## config.mk

```make
export PLATFORM = sky130hd
export DESIGN_NAME = stream_source
export DESIGN_NICKNAME = d
export VERILOG_FILES = /design/src/rtl/stream_pkg.sv /design/src/rtl/stream_source.sv
export SDC_FILE = /design/constraint.sdc
export NUM_CORES = 1
export LEC_CHECK = 0
export BUFFER_PORTS_ARGS = -buffer_cell sky130_fd_sc_hd__buf_2
export CORE_MARGIN = 5
export CORE_UTILIZATION = 37
export CTS_BUF_LIST = sky130_fd_sc_hd__clkbuf_4 sky130_fd_sc_hd__clkbuf_8
export CTS_CLUSTER_SIZE = 14
export DETAILED_ROUTE_END_ITERATION = 7
export MAX_ROUTING_LAYER = met4
export PLACE_DENSITY = 0.64
export SLEW_MARGIN = 20
export SYNTH_ARGS = -nofsm -noshare
export SYNTH_HDL_FRONTEND = slang
export SYNTH_SLANG_ARGS = --single-unit
```

## constraint.sdc

```tcl
create_clock -name clock -period 5.6 [get_ports clock]
set_input_delay 1.12 -clock clock [delete_from_list [all_inputs] [get_ports clock]]
set_output_delay 1.12 -clock clock [all_outputs]
set_load 0.02 [all_outputs]
```

## src/rtl/stream_pkg.sv

```systemverilog
// Shared types for the stream source: FSM state encoding, element type and
// the EOS/data flag values carried on field1 of the output stream.
package stream_pkg;

  typedef enum logic [1:0] {
    ST_IDLE = 2'd0,
    ST_EMIT = 2'd1,
    ST_EOS  = 2'd2,
    ST_DONE = 2'd3
  } state_e;

  typedef logic [63:0] elem_t;

  localparam logic EOS_FLAG  = 1'b1;
  localparam logic DATA_FLAG = 1'b0;

endpackage

```

## src/rtl/stream_source.sv

```systemverilog
// Stream producer: one start token on inCtrl launches COUNT elements
// START, START+STEP, ... on out0, then an EOS token, then one completion
// token on outCtrl. All outputs decode directly from registered state so the
// async reset drops every valid immediately.
// Optional build macro: STREAM_SOURCE_STATS_EN adds a saturating stall_count.
//
// state   | meaning
// --------+-------------------------------------------------------
// IDLE    | waiting for a start token, inCtrl_ready high
// EMIT    | presenting data element value_q, remaining_q left
// EOS     | presenting the end-of-stream token
// DONE    | presenting the completion token on outCtrl
module stream_source
  import stream_pkg::*;
#(
  parameter int unsigned COUNT = 8,
  parameter elem_t       START = 64'd0,
  parameter elem_t       STEP  = 64'd1
) (
  input  logic        clock,
  input  logic        reset,
  input  logic        inCtrl_valid,
  output logic        inCtrl_ready,
  output logic        out0_valid,
  input  logic        out0_ready,
  output logic [63:0] out0_data_field0,
  output logic        out0_data_field1,
  output logic        outCtrl_valid,
  input  logic        outCtrl_ready
`ifdef STREAM_SOURCE_STATS_EN
  ,
  output logic [31:0] stall_count
`endif
);

  state_e      state_q, state_d;
  elem_t       value_q, value_d;
  logic [31:0] remaining_q, remaining_d;

  // Output decode from registered state only; nothing depends on a ready.
  assign inCtrl_ready     = (state_q == ST_IDLE);
  assign out0_valid       = (state_q == ST_EMIT) || (state_q == ST_EOS);
  assign out0_data_field0 = (state_q == ST_EMIT) ? value_q : '0;
  assign out0_data_field1 = (state_q == ST_EOS) ? EOS_FLAG : DATA_FLAG;
  assign outCtrl_valid    = (state_q == ST_DONE);

  // Next-state, element value and remaining-count update.
  always_comb begin
    state_d     = state_q;
    value_d     = value_q;
    remaining_d = remaining_q;
    unique case (state_q)
      ST_IDLE: begin
        if (inCtrl_valid) begin
          value_d     = START;
          remaining_d = COUNT;
          state_d     = (COUNT == 0) ? ST_EOS : ST_EMIT;
        end
      end
      ST_EMIT: begin
        if (out0_ready) begin
          value_d     = value_q + STEP;
          remaining_d = remaining_q - 32'd1;
          if (remaining_q == 32'd1) begin
            state_d = ST_EOS;
          end
        end
      end
      ST_EOS: begin
        if (out0_ready) begin
          state_d = ST_DONE;
        end
      end
      ST_DONE: begin
        if (outCtrl_ready) begin
          state_d = ST_IDLE;
        end
      end
      default: state_d = ST_IDLE;
    endcase
  end

  // State, value and counter registers.
  always_ff @(posedge clock or negedge reset) begin
    if (!reset) begin
      state_q     <= ST_IDLE;
      value_q     <= '0;
      remaining_q <= '0;
    end else begin
      state_q     <= state_d;
      value_q     <= value_d;
      remaining_q <= remaining_d;
    end
  end

`ifdef STREAM_SOURCE_STATS_EN
  logic [31:0] stall_q, stall_d;

  // Stall counter: cleared on each start, counts valid-without-ready cycles, saturates.
  always_comb begin
    stall_d = stall_q;
    if ((state_q == ST_IDLE) && inCtrl_valid) begin
      stall_d = '0;
    end else if (out0_valid && !out0_ready && (stall_q != '1)) begin
      stall_d = stall_q + 32'd1;
    end
  end

  // Stall counter register.
  always_ff @(posedge clock or negedge reset) begin
    if (!reset) begin
      stall_q <= '0;
    end else begin
      stall_q <= stall_d;
    end
  end

  assign stall_count = stall_q;
`endif

endmodule

```

==> flow_summary.json <==
{
  "hold_class": "flop to flop",
  "slew_violations": 0,
  "antenna_found_initial": 0,
  "grt-ovfl-total": 0,
  "cts_resized": 0,
  "vias_per_cell": 5.40,
  "synth_nets": 684,
  "ys_ff_latch": 98,
  "postCtsSetupRepairBufs": 0,
  "grt_pass1_vias": 4931,
  "cts-htree-levels": 3,
  "drtAntennaViolNets": 0,
  "end_kind": "flop",
  "cts_buffers": 9,
  "cts_sinks": 98,
  "status": "finished, final reports clean",
  "startpoint": "state_q[1]",
  "root_buffer": "clkbuf_8",
  "die_x_um": 136,
  "drt-total-wl_mm": 14.5,
  "setup_tns_ns": 0,
  "cts_tree": "yes",
  "maxCapViolCount": 0,
  "portBuffers": 72,
  "syn2layout_area_growth_pct": 13.2,
  "pin_count": 73,
  "diodes": 0,
  "max_slew_margin_pct": 37.4,
  "dominantRegCellSynth": "dfrtp_1",
  "start_kind": "flop",
  "crit_arrival_ns": 4.06,
  "endpoint": "value_q[56]",
  "synth_warnings": 0,
  "tightest_slew_ns": 0.936,
  "initialDrtViolationCount": 345,
  "vias": 5090,
  "place_congestion": 0.791,
  "power_density_mw_per_mm2": 386,
  "r2r_setup_slack_ns": 1.83,
  "clockBufferDepth": 2,
  "dp_hpwl_mm": 10.0,
  "period_needed_ns": 3.77,
  "nFillCells": 1581,
  "drc_errors": 0,
  "layout_setup_ws_ns": 1.83,
  "p_leak_nw": 2.86,
  "fin_nets": 734,
  "clock_skew_ns": 0.0112,
  "syn_area_mm2": 0.00585,
  "ff2ff_path_depth": 8,
  "async_flop_share_pct": 100,
  "grt_pass1_wl_mm": 24.7,
  "fmax_ghz": 0.265,
  "ir_worst_vdd_mv": 0.241,
  "grt_usage_pct": 16.9,
  "setup_viol": 0,
  "grt_setup_unrepaired": "false",
  "finalHoldViolCount": 0,
  "postCtsHoldBufs": 0,
  "reg2reg_from": "state_q[1]",
  "clkLatencyLatePin_ns": 0.37,
  "grt_max_degree": 60,
  "synth_edf_count": 0,
  "fp-row-count": 46,
  "fin_crit_sh_pct": 67.3,
  "critPathMaxFanout": 53,
  "yosysSeqAreaShare_pct": 41.9,
  "rr_endpoint": "value_q[56]",
  "cts.clk_slew.worst_paths_ns": 0.10,
  "required_ns": 5.89,
  "drive_gt1_share_pct": 15.3,
  "place_ws_ns": 1.79,
  "yosys.cell_types.count": 45,
  "drtPass1Iterations": 5,
  "die_h_um": 136,
  "fp.dieArea_mm2": 0.0184,
  "total_power_mw": 2.56,
  "criticalPathCategory": "flop to flop",
  "synth_cells": 672,
  "core-area_mm2": 0.0157,
  "avgRoutedWirePerCell_um": 15.4,
  "start_util_pct": 37.2,
  "syn_avg_cell_area_um2": 8.70
}
==> per-layer routing <==
layer / up-vias / global-route usage (%) / share of wire, %
met5: - / - / 0
met4: 0 / 5.21 / 1.2
met3: 12 / 2.30 / 2.6
met2: 84 / 25.9 / 46
met1: 2457 / 23.3 / 50
li1: 2537 / - / -
==> area by class of cell <==
cell class                 count  area [µm²]  area share [%]
multi-input combinational    517        3210            48.5
sequential                    98        2450            37.0
clock inverter                 6        67.6            1.02
clock buffer                  10         131            1.98
inverter                      18        67.6            1.02
timing repair buffer          78         420            6.35
tap                          216         270            4.08
==> synthesized netlist by cell type (all sizes together), types with 5 or more instances <==
library cell,n,share of area (%)
xor2,21,3.1
inv,18,1.2
buf,6,0.53
dfrtp,98,42
or2,5,0.53
nor2,63,4.0
nand3,39,3.3
and3,6,0.64
or3,22,2.4
nand2,29,1.9
and4,8,1.2
nor2b,5,0.53
nor3,14,1.2
xnor2,22,3.3
o21ai,25,2.1
ha,7,1.5
o31ai,23,3.0
a21oi,47,4.0
and2,67,7.2
nor4,23,2.6
or4,30,4.0
clkbuf,33,2.1
nand4,28,3.0
==> how the worst min path moves through the flow <==
stage                               start               to  slack (ns)  cells after the start
final                     remaining_q[26]  remaining_q[26]        0.55                      2
after floorplan           remaining_q[22]  remaining_q[22]        0.50                      2
after global placement    remaining_q[16]  remaining_q[16]        0.52                      2
after global routing      remaining_q[16]  remaining_q[16]        0.57                      2
after detailed placement  remaining_q[26]  remaining_q[26]        0.53                      2
after CTS                 remaining_q[30]  remaining_q[30]        0.55                      2
==> sequential cells by signal, indices dropped and copies added (netlist names) <==
signal       count
remaining_q     32
value_q         64
state_q          2
==> where the power goes <==
part	leakage (nW)	internal (mW)	switching, mW	total (mW)
registers	1.35	0.822	0.116	0.938
logic	1.41	0.404	0.749	1.15
clock network	0.0959	0.212	0.255	0.467
==> cells in the final DEF, fill, tap and decap left out, types with 3 or more instances in the layout <==
cell	netlist	layout
a21oi_1	47	47
a22o_1	4	4
a31oi_1	3	3
and2_1	67	67
and3_1	6	6
and4_1	8	8
buf_2	1	71
buf_4	0	6
clkbuf_8	0	9
dfrtp_1	98	98
ha_1	7	6
inv_1	18	18
mux2_2	3	3
mux2i_1	3	3
nand2_1	29	29
nand2b_1	4	4
nand3_1	39	39
nand4_1	28	28
nand4b_1	3	3
nor2_1	63	62
nor2b_1	5	5
nor3_1	14	14
nor4_1	22	19
nor4_2	1	3
o21ai_0	25	25
o31ai_1	23	23
or2_2	5	5
or3_1	22	22
or4_1	27	27
or4_4	3	3
xnor2_1	22	22
xor2_1	21	21
==> cells by family after synthesis <==
kind of cell,count (synthesis),synth area share [%]
buffers and inverters,57,3.81
adder cells (fa/ha/maj),7,1.50
flip-flops,98,41.9
AO/OA/AOI/OAI,112,11.5
AND/OR/NAND/NOR,349,33.8
XOR/XNOR,43,6.44
multiplexers,6,1.09
==> stage by stage <==
step	hold slack [ns]	cells	cell area, µm²	util (%)
3_5_place_dp	0.535	927	6410	40.8
3_3_place_gp	0.524	927	6410	40.8
6_report	0.552	943	6620	42.1
2_1_floorplan	0.502	672	5850	-
5_1_grt	0.574	943	6620	42.1
4_1_cts	0.555	943	6610	42.1
==> critical path, stage by stage, from the launching register on <==
cell	delay, ns
dfrtp_1	0.42
inv_1	0.09
ha_2	0.70
buf_4	0.41
nor2_1	0.14
nor3_1	0.31
nand3_1	0.71
or4_1	0.74
a21oi_1	0.15
(Power assumes the default switching activity.)
